### src/rtl/defuzz_div.sv
// Centroid defuzzifier: computes S_wg / S_w with a 32-step restoring divider,
// saturates the quotient to Q1.15 and also reports it as a rounded percent.
module defuzz_div #(
    parameter logic [15:0] DEFAULT_Q15 = 16'h0000,
    parameter logic [7:0]  DEFAULT_PCT = 8'd0
) (
    input  logic        clk,
    input  logic        rst,
    input  logic        in_valid,
    output logic        in_ready,
    input  logic [23:0] S_w,
    input  logic [31:0] S_wg,
    output logic        out_valid,
    input  logic        out_ready,
    output logic [15:0] u_q15,
    output logic [7:0]  u_pct,
    output logic        zero_w,
    output logic        sat
);

    typedef enum logic [1:0] {StIdle, StDiv, StDone} state_e;

    state_e      state_q, state_d;
    logic [4:0]  cnt_q, cnt_d;
    logic [24:0] rem_q, rem_d;
    logic [23:0] dvs_q, dvs_d;
    logic [31:0] dq_q, dq_d;      // dividend shifts out the top, quotient shifts in the bottom
    logic [15:0] u_q15_q, u_q15_d;
    logic [7:0]  u_pct_q, u_pct_d;
    logic        zero_w_q, zero_w_d;
    logic        sat_q, sat_d;

    logic [24:0] rem_shift;
    logic [24:0] rem_sub;
    logic        q_bit;
    logic [31:0] q_next;
    logic        q_over;
    logic [15:0] q15_clamped;
    logic [22:0] pct_prod;

    // State and datapath registers with synchronous reset.
    always_ff @(posedge clk) begin
        if (rst) begin
            state_q  <= StIdle;
            cnt_q    <= '0;
            rem_q    <= '0;
            dvs_q    <= '0;
            dq_q     <= '0;
            u_q15_q  <= '0;
            u_pct_q  <= '0;
            zero_w_q <= 1'b0;
            sat_q    <= 1'b0;
        end else begin
            state_q  <= state_d;
            cnt_q    <= cnt_d;
            rem_q    <= rem_d;
            dvs_q    <= dvs_d;
            dq_q     <= dq_d;
            u_q15_q  <= u_q15_d;
            u_pct_q  <= u_pct_d;
            zero_w_q <= zero_w_d;
            sat_q    <= sat_d;
        end
    end

    // One restoring step plus the final saturation / percent conversion.
    always_comb begin
        rem_shift   = {rem_q[23:0], dq_q[31]};
        q_bit       = (rem_shift >= {1'b0, dvs_q});
        rem_sub     = q_bit ? (rem_shift - {1'b0, dvs_q}) : rem_shift;
        q_next      = {dq_q[30:0], q_bit};
        q_over      = (q_next > 32'h0000_7FFF);
        q15_clamped = q_over ? 16'h7FFF : q_next[15:0];
        // 32767*100 + 16384 < 2^22, so 23 bits never overflow
        pct_prod    = 23'(q15_clamped) * 23'd100 + 23'd16384;
    end

    // Next-state logic: accept in idle, iterate, then hold until consumed.
    always_comb begin
        state_d  = state_q;
        cnt_d    = cnt_q;
        rem_d    = rem_q;
        dvs_d    = dvs_q;
        dq_d     = dq_q;
        u_q15_d  = u_q15_q;
        u_pct_d  = u_pct_q;
        zero_w_d = zero_w_q;
        sat_d    = sat_q;

        unique case (state_q)
            StIdle: begin
                if (in_valid) begin
                    dvs_d   = S_w;
                    dq_d    = S_wg;
                    rem_d   = '0;
                    cnt_d   = '0;
                    state_d = StDiv;
                end
            end
            StDiv: begin
                // Zero divisor is caught on the first iteration cycle, so the
                // default result appears one cycle after accept.
                if (dvs_q == '0) begin
                    u_q15_d  = DEFAULT_Q15;
                    u_pct_d  = DEFAULT_PCT;
                    zero_w_d = 1'b1;
                    sat_d    = 1'b0;
                    state_d  = StDone;
                end else begin
                    rem_d = rem_sub;
                    dq_d  = q_next;
                    cnt_d = cnt_q + 5'd1;
                    if (cnt_q == 5'd31) begin
                        u_q15_d  = q15_clamped;
                        u_pct_d  = pct_prod[22:15];
                        zero_w_d = 1'b0;
                        sat_d    = q_over;
                        state_d  = StDone;
                    end
                end
            end
            StDone: begin
                if (out_ready) begin
                    state_d = StIdle;
                end
            end
            default: state_d = StIdle;
        endcase
    end

    assign in_ready  = (state_q == StIdle);
    assign out_valid = (state_q == StDone);
    assign u_q15     = u_q15_q;
    assign u_pct     = u_pct_q;
    assign zero_w    = zero_w_q;
    assign sat       = sat_q;

endmodule

### config.mk
export PLATFORM = sky130hd
export DESIGN_NAME = defuzz_div
export DESIGN_NICKNAME = d
export VERILOG_FILES = /design/src/rtl/defuzz_div.sv
export SDC_FILE = /design/constraint.sdc
export NUM_CORES = 1
export LEC_CHECK = 0
export ABC_AREA = 1
export CAP_MARGIN = 10
export CORE_UTILIZATION = 47
export DETAILED_ROUTE_END_ITERATION = 10
export PLACE_DENSITY = 0.69
export REMOVE_ABC_BUFFERS = 1
export SYNTH_ARGS = -nofsm -noshare
export SYNTH_HDL_FRONTEND = slang
export SYNTH_SLANG_ARGS = --single-unit
### constraint.sdc
create_clock -name clk -period 4.5 [get_ports clk]
set_input_delay 1.35 -clock clk [delete_from_list [all_inputs] [get_ports clk]]
set_output_delay 1.35 -clock clk [all_outputs]
set_load 0.02 [all_outputs]
==> impl_results.md <==
* Status: completed
* Power share of the combinational group at 0.648
* I/O Pins at 88
* Longest Clk Path Bufs at 2
* Via Count at between 7000 and 8000
* Top post-synthesis cells by count: 279 x nand2_1, 134 x a21oi_1, 125 x inv_1
* Pin count of the biggest net entering global routing at between 80 and 90
* EDFF count, synth at 0
* Residual antenna-violating net count after detailed routing at 0
* Worst relative slew slack at 0.3576
* CTS sink count at around 110
* Worst-path fanout max at 9
* # hold bufs at CTS at 0
* Ys Warns at 0
* VDD IR max at about 480 µV
* Clock skew at 0.008395 ns
* Min-Delay Endpoint: u_q15[15]$_SDFFE_PP0P_
* Row count at 46
* Power per cell area at 688.1 nW/µm²
* Most frequent cell after synthesis: nand2_1
* Pwr Total at roughly 7 mW
* Post-synth top area cell: dfxtp_1
* Routed WL at between 15000 and 20000 µm
* Synth-to-Final Area Change at 28.30%
* DRC at 0
* Die area at about 17000 µm²
* Initial core utilization at 0.4844
* Setup Viol. Count Final at 0
* Core area at 16000 µm²
* Pin slew with the least headroom to its limit at around 0.96 ns
* Layout Nets at about 1300
* Synth top area share at 0.2919
* Setup Total Neg Slack at 0 ns
* Hold path depth at 2
* Max Freq at between 200 and 250 MHz
* CTS Root Cell: clkbuf_16
* Syn Area/Cell at 7.033 µm²
* Worst setup SP type: register
* Initial antenna violation count at 0
* Die width at 130.4 µm
* Count of cell types in the netlist at 46
* R2r worst-path depth at 27
* Final Hold Violating Endpoints at 0
* Clk_lat worst skew at around 0.42 ns
* Post-Synthesis Cell Area at ~7700 µm²
* RSZ-0062 raised after global routing: yes
* Global-route wire length before repair at between 30000 and 40000 µm
* Share of layout cells above drive strength 1 at 0.1535
* Max-cap violations at 0
* Leak at about 4.2 nW
* Vias/cell at about 5.2
* WL per Instance at 13.82 µm
* H-tree levels at 4
* Cell internal pwr at approximately 3.7 mW
* Fillers at approximately 1500
* Reg2Reg Setup Slack at roughly 0.14 ns
* FF+latch count, synth at roughly 110
* Post-Layout Inst Area at just under 10000 µm²
* Placed inst area at 8886 µm²
* Post-synth top flop: dfxtp_1
* RR Startpoint: dq_q[24]$_SDFFE_PP0P_
* CTS tree: yes
* Reg-to-Reg End: u_pct[3]$_SDFFE_PP0P_
* Hold/Removal Path Class: register to register
* FFs w/ async S/R, synth at 0
* CTS buffer count at 17
* Post-DP HPWL at between 10000 and 15000 µm
* Slew Limit Fails at 0
* Gate Count Post-Synth at around 1100
* Sw power at 3.133 mW
* Switching part of the total at 0.4578
* Chip Height at ~130 µm
* GPL Wtd Cong at between 0.9 and 1
* All-Layer GR Usage at 0.2286
* Arr. time, crit path at approximately 4.6 ns
* Number of global-route vias before repair at between 6000 and 7000
* Synth area leaders: dfxtp_1 29%, nand2_1 14%, ha_1 13%
* Period utilization at 0.9686
* Clock Pin Slew Worst Setup and Hold Paths at approximately 0.050 ns
* CP Class: register to register
* Sequential Power Share at 0.167
* Total grt overflow at 0
* Worst Hold Launch: u_q15[15]$_SDFFE_PP0P_
* CP endpoint kind: register
* DRT iter0 DRCs at between 500 and 600
* CP required at between 4 and 5 ns
* Port Buf Inserts at between 80 and 90
* DRT Pass-1 Iters at 5
* Clock power share at 0.184
* Register area share after synthesis at 0.2919
* # diodes at 0
* Post-layout minimum cycle time at approximately 4.4 ns
worst max-delay path: stages, from the launching register on:
cell      delay [ns]
dfxtp_2         0.32
nor2_1          0.10
nand2_1         0.08
nor2_2          0.12
nand2_2         0.08
nor2_4          0.16
buf_12          0.14
inv_8           0.05
or2_4           0.25
ha_4            0.24
ha_1            0.27
inv_1           0.05
fa_1            0.49
inv_1           0.06
ha_4            0.31
nand2_1         0.15
nor2_1          0.20
nand2_1         0.11
nand3b_1        0.11
nand2_2         0.05
inv_1           0.06
ha_2            0.20
nand3_4         0.10
nor2_4          0.15
nand2_2         0.08
buf_4           0.13
nand3_1         0.07
a21oi_1         0.08
power by group through the flow:
stage               Combinational [mW]  Sequential, mW  Clock [mW]
floorplan                         2.81            1.15           0
global route                      4.88            1.16        1.33
detailed placement                3.53            1.16           0
CTS                               3.56            1.14        1.28
global placement                  3.50            1.16           0
finish                            4.44            1.14        1.26
area by class of cell:
class	count	area (µm²)	area share
clock buffers	25	495.5	0.04983
clock inverters	6	55.05	0.005537
inverters	132	503.0	0.05059
multi-input cells	817	5223	0.5252
flip-flops and latches	113	2265	0.2278
well taps	216	270.3	0.02718
repair buffers	118	1124	0.1130
repair inverters	1	8.758	0.0008808
how the worst max path moves through the flow:
| stage | start | end | slack, ns | cells after the start |
|---|---|---|---|---|
| 6_report | dq_q[24]$_SDFFE_PP0P_ | u_pct[3]$_SDFFE_PP0P_ | 0.14 | 27 |
| 5_1_grt | dq_q[28]$_SDFFE_PP0P_ | u_pct[5]$_SDFFE_PP0P_ | -0.09 | 27 |
| 4_1_cts | dq_q[21]$_SDFFE_PP0P_ | u_pct[5]$_SDFFE_PP0P_ | 0.004 | 25 |
| 3_5_place_dp | dq_q[21]$_SDFFE_PP0P_ | u_pct[5]$_SDFFE_PP0P_ | -0.01 | 25 |
| 3_3_place_gp | dq_q[21]$_SDFFE_PP0P_ | u_pct[5]$_SDFFE_PP0P_ | 0.17 | 25 |
| 2_1_floorplan | in_valid | cnt_q[3]$_SDFFE_PP0P_ | -0.85 | 7 |
kinds of logic after synthesis:
group	after synthesis	share of synthesized area
XOR/XNOR	23	0.02938
AO/OA/AOI/OAI	262	0.1855
adder cells (fa/ha/maj)	89	0.1524
buffers and inverters	173	0.08476
AND/OR/NAND/NOR	440	0.2551
flip-flops	113	0.2919
other	2	0.0009690
state kept, by name, indices dropped and copies added, names as in the netlist:
name	flops
u_q15	16
u_pct	8
state_q	2
sat	1
dvs_q	24
zero_w	1
rem_q	24
dq_q	32
cnt_q	5
repair_timing:
item / 4_1_cts / 5_1_grt
buffers inserted: 1 / 10
gates resized for setup: 1 / 87
pin swaps: 2 / 39
cloned: 0 / 1
endpoints found under the setup margin: 1 / 7
per-layer routing:
layer | track usage | share of wire
met1 | 0.3292 | 0.49
met2 | 0.3504 | 0.45
met3 | 0.03746 | 0.052
met4 | 0.06694 | 0.013
met5 | 0 | 0
layout by cell type, fill, tap and decap left out, types with 29 or more instances in the layout:
master             n
ha_1              66
buf_4             29
nand3_1           29
nor2_1            42
nand2_1          268
a21oi_1          121
dfxtp_1          111
a31oi_1           35
clkdlybuf4s50_1   86
inv_1            123
o21ai_0           61
metrics by stage:
step | setup slack [ns] | hold WS, ns | util | std cells
after CTS | 0.004440 | 0.4477 | 0.5904 | 1417
after global placement | 0.1741 | 0.4311 | 0.5554 | 1385
after floorplan | -0.8471 | 0.4392 | - | 1062
after global routing | -0.08675 | 0.4776 | 0.6214 | 1428
after detailed placement | -0.01426 | 0.4342 | 0.5554 | 1385
final | 0.1413 | 0.4467 | 0.6214 | 1428
(Power assumes the default switching activity.)
